**src/rtl/sr_ff_monitor_pkg.sv**
```systemverilog
// sr_ff_pkg: shared types for sr_ff_monitor.
//   state_e : monitor FSM states (WAIT, TRACK, FAULT)
//   cmd_e   : S/R command classes (HOLD, SET, RESET, INVALID)
//   decode_cmd(S, R) : maps the sampled S/R pair to its class
package sr_ff_pkg;

    typedef enum logic [1:0] {
        WAIT  = 2'd0,
        TRACK = 2'd1,
        FAULT = 2'd2
    } state_e;

    // Encoded as {S,R} so decode is a straight cast.
    typedef enum logic [1:0] {
        HOLD    = 2'b00,
        RESET   = 2'b01,
        SET     = 2'b10,
        INVALID = 2'b11
    } cmd_e;

    function automatic cmd_e decode_cmd(input logic s, input logic r);
        return cmd_e'({s, r});
    endfunction

endpackage

```
**src/rtl/sr_ff_monitor_if.sv**
```systemverilog
// sr_ff_monitor_if: S/R command stream plus the DUT response it produced.
//   S, R  : set / reset commands as driven into the SR flip-flop
//   q, qb : DUT true / complement outputs
// master drives everything (stimulus side + DUT), slave is the monitor.
interface sr_ff_monitor_if;
    logic S;
    logic R;
    logic q;
    logic qb;

    modport master (output S, output R, output q, output qb);
    modport slave  (input  S, input  R, input  q, input  qb);
endinterface

```
**src/rtl/sr_ff_monitor_sat_counter.sv**
```systemverilog
// sat_counter: W-bit counter that sticks at all-ones instead of wrapping.
//   clk : clock
//   clr : synchronous clear, wins over inc
//   inc : increment enable
//   cnt : current count
module sat_counter #(
    parameter int W = 8
) (
    input  logic         clk,
    input  logic         clr,
    input  logic         inc,
    output logic [W-1:0] cnt
);

    logic [W-1:0] cnt_q, cnt_d;

    always_comb begin
        cnt_d = cnt_q;
        if (inc && (cnt_q != {W{1'b1}}))
            cnt_d = cnt_q + 1'b1;
    end

    always_ff @(posedge clk) begin
        if (clr) cnt_q <= '0;
        else     cnt_q <= cnt_d;
    end

    assign cnt = cnt_q;

endmodule

```
**src/rtl/sr_ff_monitor.sv**
```systemverilog
// sr_ff_monitor: cycle-level checker for an SR flip-flop DUT.
// Keeps a reference model of q from the sampled S/R commands, compares the
// DUT's q against it every edge once tracking starts, and accumulates
// per-class command counts, mismatch count and the cycle of the first fail.
//   clk, rst            : clock, synchronous active-high reset
//   bus (slave)         : S, R commands and DUT q, qb
//   model_q             : reference value of q
//   err                 : high while in FAULT
//   invalid_seen        : sticky, S=R=1 has been sampled
//   set/reset/hold/invalid_cnt : command counts by class (saturating)
//   mismatch_cnt        : failed compares (saturating)
//   first_fail_cyc      : cyc_cnt at the first failed compare
//   cyc_cnt             : edges since reset (saturating)
// Optional macro SR_FF_MONITOR_QB_CHECK_EN: also require qb == ~q on every
// compare; otherwise qb is ignored.
module sr_ff_monitor
    import sr_ff_pkg::*;
#(
    parameter int CNT_W          = 8,
    parameter bit INVALID_TOGGLE = 1'b1
) (
    input  logic              clk,
    input  logic              rst,
    sr_ff_monitor_if.slave    bus,
    output logic              model_q,
    output logic              err,
    output logic              invalid_seen,
    output logic [CNT_W-1:0]  set_cnt,
    output logic [CNT_W-1:0]  reset_cnt,
    output logic [CNT_W-1:0]  hold_cnt,
    output logic [CNT_W-1:0]  invalid_cnt,
    output logic [CNT_W-1:0]  mismatch_cnt,
    output logic [CNT_W-1:0]  first_fail_cyc,
    output logic [CNT_W-1:0]  cyc_cnt
);

    state_e            state_q, state_d;
    logic              model_q_q, model_q_d;
    logic              invalid_seen_q, invalid_seen_d;
    logic [CNT_W-1:0]  first_fail_cyc_q, first_fail_cyc_d;
    cmd_e              cmd;
    logic              bad;
    logic              fail;

    assign cmd = decode_cmd(bus.S, bus.R);

    // q and model_q were both updated by the previous edge's command, so
    // comparing them now checks the DUT's response to that command.
`ifdef SR_FF_MONITOR_QB_CHECK_EN
    assign bad = (bus.q != model_q_q) || (bus.qb != ~bus.q);
`else
    assign bad = (bus.q != model_q_q);
`endif
    assign fail = (state_q != WAIT) && bad;

    always_comb begin
        state_d          = state_q;
        model_q_d        = model_q_q;
        invalid_seen_d   = invalid_seen_q;
        first_fail_cyc_d = first_fail_cyc_q;

        case (cmd)
            SET:     model_q_d = 1'b1;
            RESET:   model_q_d = 1'b0;
            INVALID: begin
                invalid_seen_d = 1'b1;
                if (INVALID_TOGGLE) model_q_d = ~model_q_q;
            end
            default: model_q_d = model_q_q;
        endcase

        case (state_q)
            WAIT:  state_d = TRACK;
            TRACK: if (fail) begin
                state_d          = FAULT;
                first_fail_cyc_d = cyc_cnt;
            end
            FAULT: state_d = FAULT;
            default: state_d = WAIT;
        endcase
    end

    always_ff @(posedge clk) begin
        if (rst) begin
            state_q          <= WAIT;
            model_q_q        <= 1'b0;
            invalid_seen_q   <= 1'b0;
            first_fail_cyc_q <= '0;
        end else begin
            state_q          <= state_d;
            model_q_q        <= model_q_d;
            invalid_seen_q   <= invalid_seen_d;
            first_fail_cyc_q <= first_fail_cyc_d;
        end
    end

    sat_counter #(.W(CNT_W)) u_set_cnt (
        .clk(clk), .clr(rst), .inc(cmd == SET),     .cnt(set_cnt));
    sat_counter #(.W(CNT_W)) u_reset_cnt (
        .clk(clk), .clr(rst), .inc(cmd == RESET),   .cnt(reset_cnt));
    sat_counter #(.W(CNT_W)) u_hold_cnt (
        .clk(clk), .clr(rst), .inc(cmd == HOLD),    .cnt(hold_cnt));
    sat_counter #(.W(CNT_W)) u_invalid_cnt (
        .clk(clk), .clr(rst), .inc(cmd == INVALID), .cnt(invalid_cnt));
    sat_counter #(.W(CNT_W)) u_mismatch_cnt (
        .clk(clk), .clr(rst), .inc(fail),           .cnt(mismatch_cnt));
    sat_counter #(.W(CNT_W)) u_cyc_cnt (
        .clk(clk), .clr(rst), .inc(1'b1),           .cnt(cyc_cnt));

    assign model_q        = model_q_q;
    assign err            = (state_q == FAULT);
    assign invalid_seen   = invalid_seen_q;
    assign first_fail_cyc = first_fail_cyc_q;

endmodule

```
**src/flat_wrapper.sv**
```systemverilog
// flat-port wrapper written by rule: the top's interface ports become plain ports
module sr_ff_monitor_flat import sr_ff_pkg::*;
#(
    parameter int CNT_W          = 8,
    parameter bit INVALID_TOGGLE = 1'b1
)
  (clk, rst, model_q, err, invalid_seen, set_cnt, reset_cnt, hold_cnt, invalid_cnt, mismatch_cnt, first_fail_cyc, cyc_cnt, bus_S, bus_R, bus_q, bus_qb);
  sr_ff_monitor_if bus_i ();
  input  logic clk;
  input  logic rst;
  output logic model_q;
  output logic err;
  output logic invalid_seen;
  output logic [CNT_W-1:0] set_cnt;
  output logic [CNT_W-1:0] reset_cnt;
  output logic [CNT_W-1:0] hold_cnt;
  output logic [CNT_W-1:0] invalid_cnt;
  output logic [CNT_W-1:0] mismatch_cnt;
  output logic [CNT_W-1:0] first_fail_cyc;
  output logic [CNT_W-1:0] cyc_cnt;
  input wire logic [$bits(bus_i.S)-1:0] bus_S;
  input wire logic [$bits(bus_i.R)-1:0] bus_R;
  input wire logic [$bits(bus_i.q)-1:0] bus_q;
  input wire logic [$bits(bus_i.qb)-1:0] bus_qb;
  assign bus_i.S = bus_S;
  assign bus_i.R = bus_R;
  assign bus_i.q = bus_q;
  assign bus_i.qb = bus_qb;
  sr_ff_monitor #(.CNT_W(CNT_W), .INVALID_TOGGLE(INVALID_TOGGLE)) u_core (.clk(clk), .rst(rst), .bus(bus_i), .model_q(model_q), .err(err), .invalid_seen(invalid_seen), .set_cnt(set_cnt), .reset_cnt(reset_cnt), .hold_cnt(hold_cnt), .invalid_cnt(invalid_cnt), .mismatch_cnt(mismatch_cnt), .first_fail_cyc(first_fail_cyc), .cyc_cnt(cyc_cnt));
endmodule
```
**config.mk**
```make
export PLATFORM = sky130hd
export DESIGN_NAME = sr_ff_monitor_flat
export DESIGN_NICKNAME = d
export VERILOG_FILES = /design/src/rtl/sr_ff_monitor_pkg.sv /design/src/rtl/sr_ff_monitor_if.sv /design/src/rtl/sr_ff_monitor_sat_counter.sv /design/src/rtl/sr_ff_monitor.sv /design/src/flat_wrapper.sv
export SDC_FILE = /design/constraint.sdc
export NUM_CORES = 1
export LEC_CHECK = 0
export BUFFER_PORTS_ARGS = -buffer_cell sky130_fd_sc_hd__clkbuf_2
export CORE_ASPECT_RATIO = 0.7
export CORE_UTILIZATION = 45
export DETAILED_ROUTE_END_ITERATION = 8
export MAX_ROUTING_LAYER = met4
export PLACE_DENSITY = 0.69
export SETUP_SLACK_MARGIN = 0.15
export SKIP_LAST_GASP = 1
export SLEW_MARGIN = 20
export SYNTH_ARGS = -nofsm -noshare
export SYNTH_HDL_FRONTEND = slang
export SYNTH_SLANG_ARGS = --single-unit
```
**constraint.sdc**
```tcl
create_clock -name clk -period 1.7 [get_ports clk]
set_input_delay 0.34 -clock clk [delete_from_list [all_inputs] [get_ports clk]]
set_output_delay 0.34 -clock clk [all_outputs]
set_load 0.1 [all_outputs]
```
==> impl_metrics.toml <==
[place]
dpl.hpwl_um = 4500
gp_congestion = 0.877
place_area_mm2 = 0.00340
io_buffer_count = 63

[final_layout]
num_antenna_cells = 0
design_area_mm2 = 0.00362
drive_above_1_share_pct = 39.2
n_fill_cell = 489
layout.nets = 396
syn_to_final_growth_pct = 31.4

[critical_path]
worst_setup_path_start_kind = "register"
arrival_ns = 1.17
crit_fanout = 6
rrSetupSlack_ns = 0.20
cpPeakStageDelay_ns = 0.45
reg2reg_from = "u_core.state_q[0]"
critPathRequiredTime_ns = 1.36
crit_buf_inv = 1
cp_cell_sequence = "clkbuf_2"
critPathTopFamily = "buffers and inverters"
critPathCaptureType = "primary output"
reg2reg_depth = 6
crit_type = "register to primary output"
r2r-end = "u_core.u_mismatch_cnt.cnt[4]"
slowest_stage = "clkbuf_2"

[timing]
min_period_ns = 1.51
setup_viol = 0
worstMarginPinSlew_ns = 0.545
hold_viol_final = 0
drv_slew = 0
rsz0062_at_grt = "yes"
max_freq_mhz = 662
finalCritPeriodShare_pct = 88.9
fin_worst_skew_ns = 0.00493
fin_setup_tns_ns = 0
slew_headroom_pct = 63.7

[routing]
drt_iter0_drc = 66
drcViolationCount = 0
wire_per_inst_um = 13.7
route.vias.total = 2523
wl_um = 6300
ant_nets = 0
vias_per_cell = 5.48
first_pass_iters = 4

[clocking]
path_clk_slew_ns = 0.06
insertion_delay_ns = 0.34
clockBufferDepth = 2
cts_tree = "built"
clkSinkCount = 60
htreeDepth = 3
cts_setup_buffers = 0
cts_made_buffers = 9
hold_buffers = 0
cts-root-buf = "clkbuf_8"

[hold_path]
hp-class = "primary input to register"
hold_path_end = "u_core.model_q"
hold_start = "bus_R"
hold_depth = 2

[yosys]
netlist.area_leader.share_pct = 43.6
ys_ff_latch = 60
synth_xor_area_share_pct = 3.50
synth_area_per_cell_um2 = 9.04
synth_fa_ha_area_share_pct = 4.54
synth_top_family_by_area = "simple AND/OR/NAND/NOR gates"
synthMuxAreaShare_pct = 6.90
synth_area_leader_cell = "dfxtp_1"
synth_commonest_cells = "dfxtp_1 (60), nor2_1 (42), mux2i_1 (19)"
synth_cells = 305
synth_most_common_cell = "dfxtp_1"
synth-compound-area-share_pct = 15.5
synth_area_mm2 = 0.00276
async_reset_ff_share_pct = 0
synth-simple-area-share_pct = 23.7
ys.flop_type = "dfxtp_1"
synth_edf_count = 0
ys_seq_area_share_pct = 43.6
synth.distinct_cells = 39
ys_warn_count = 0
synth_nets = 321
synth.area.top_cells = "dfxtp_1 (44%), mux2i_1 (6.9%), nor2_1 (5.7%), ha_1 (4.5%), a21oi_1 (3.1%)"

[global_routing]
grt_usage_pct = 21.5
first_global_vias = 2191
grt_pass1_wl_um = 10200
antenna_found_initial = 0
overflow = 0
grt_max_degree = 26

[floorplanning]
dieArea_mm2 = 0.00645
core_area_mm2 = 0.00581
fp.dieW_um = 95.5
ios = 65
start_util_pct = 47.4
die_h_um = 67.5
fp-row-count = 23

[power]
ir_worst_vdd_mv = 0.588
powerDensity_mw_per_mm2 = 969
power_leakage_nw = 1.52

[run_status]
outcome = "complete, no violations"

[flow_run]
maxCapViolCount = 0
## cells by family (layout without fill, tap and decap cells)
logic type      Yosys count  in the layout
fa+ha+maj                10             10
simple gates            126            126
buf+inv                  16             96
mux                      19             19
flops                    60             60
compound gates           63             63
xor+xnor                 11             11
## state kept, by name, summed over array words and instances, names as in the netlist
register                   flops
u_core.first_fail_cyc          8
u_core.u_cyc_cnt.cnt           8
u_core.u_hold_cnt.cnt          8
u_core.u_invalid_cnt.cnt       8
u_core.u_mismatch_cnt.cnt      8
u_core.u_reset_cnt.cnt         8
u_core.u_set_cnt.cnt           8
u_core.state_q                 2
u_core.invalid_seen            1
u_core.model_q                 1
## stage by stage
stage	std cells	power [mW]	worst slack, ns	util, %	hold WS [ns]
after floorplan	305	2.22	0.115	-	0.487
after global placement	444	2.36	0.0953	58.5	0.452
after detailed placement	444	2.38	0.0931	58.5	0.463
after CTS	460	3.52	0.117	62.0	0.294
after global routing	460	3.69	0.124	62.3	0.310
final	460	3.51	0.189	62.3	0.304
## per-layer routing
layer  GRT usage, %  up-vias  wire (um)
li1               -     1299          -
met1           28.7     1158       3310
met2           30.3       58       2580
met3           8.11        8        337
met4           6.16        0         69
met5              -        -          0
## area by class of cell
| cell class | instances | area [um2] | area share [%] |
|---|---|---|---|
| tap | 75 | 93.8 | 2.59 |
| clock buffer | 14 | 153 | 4.21 |
| sequential | 60 | 1340 | 36.9 |
| clock inverter | 2 | 10.0 | 0.276 |
| timing repair buffer | 74 | 443 | 12.2 |
| multi-input combinational | 229 | 1560 | 43.1 |
| inverter | 6 | 22.5 | 0.622 |
## cell usage in the layout (no fill, tap or decap), types with 3 or more instances in the layout
cell | synthesis | layout
and4_1 | 5 | 5
a31oi_1 | 9 | 9
ha_1 | 10 | 5
or4_1 | 3 | 3
xnor2_1 | 5 | 5
xor2_1 | 6 | 5
a311oi_1 | 7 | 7
inv_1 | 6 | 5
clkbuf_1 | 8 | 4
a21oi_1 | 17 | 17
o21ai_0 | 5 | 4
nand2_1 | 10 | 9
mux2i_1 | 19 | 19
clkbuf_2 | 0 | 32
nand4_1 | 11 | 11
ha_2 | 0 | 3
a211oi_1 | 8 | 7
nor3_1 | 15 | 15
clkbuf_8 | 0 | 10
o31ai_1 | 4 | 3
dfxtp_1 | 60 | 9
nand3_1 | 17 | 17
dfxtp_4 | 0 | 29
dfxtp_2 | 0 | 22
buf_4 | 0 | 11
nor2_1 | 42 | 42
clkbuf_4 | 0 | 12
and3_1 | 9 | 9
o211ai_1 | 3 | 3
buf_2 | 2 | 18
## worst max-delay path by stage
stage,cells after the start,to,slack (ns),start
2_1_floorplan,4,u_core.u_reset_cnt.cnt[1],0.12,u_core.u_reset_cnt.cnt[5]
3_3_place_gp,5,u_core.u_set_cnt.cnt[5],0.1,bus_R
3_5_place_dp,5,u_core.u_set_cnt.cnt[5],0.09,bus_R
4_1_cts,6,u_core.u_mismatch_cnt.cnt[4],0.12,u_core.state_q[1]
5_1_grt,6,u_core.u_mismatch_cnt.cnt[4],0.12,u_core.state_q[1]
6_report,1,set_cnt[5],0.19,u_core.u_set_cnt.cnt[5]
## power by group
group	switching [mW]	internal, mW
clock network	0.528	0.566
logic	0.620	0.259
registers	0.0827	1.45
total	1.23	2.28
## timing repair
action,CTS,global route
gates resized for setup,14,29
endpoints found under the setup margin,11,24
pin swaps,0,1
Power figures use the tool's default switching activity.
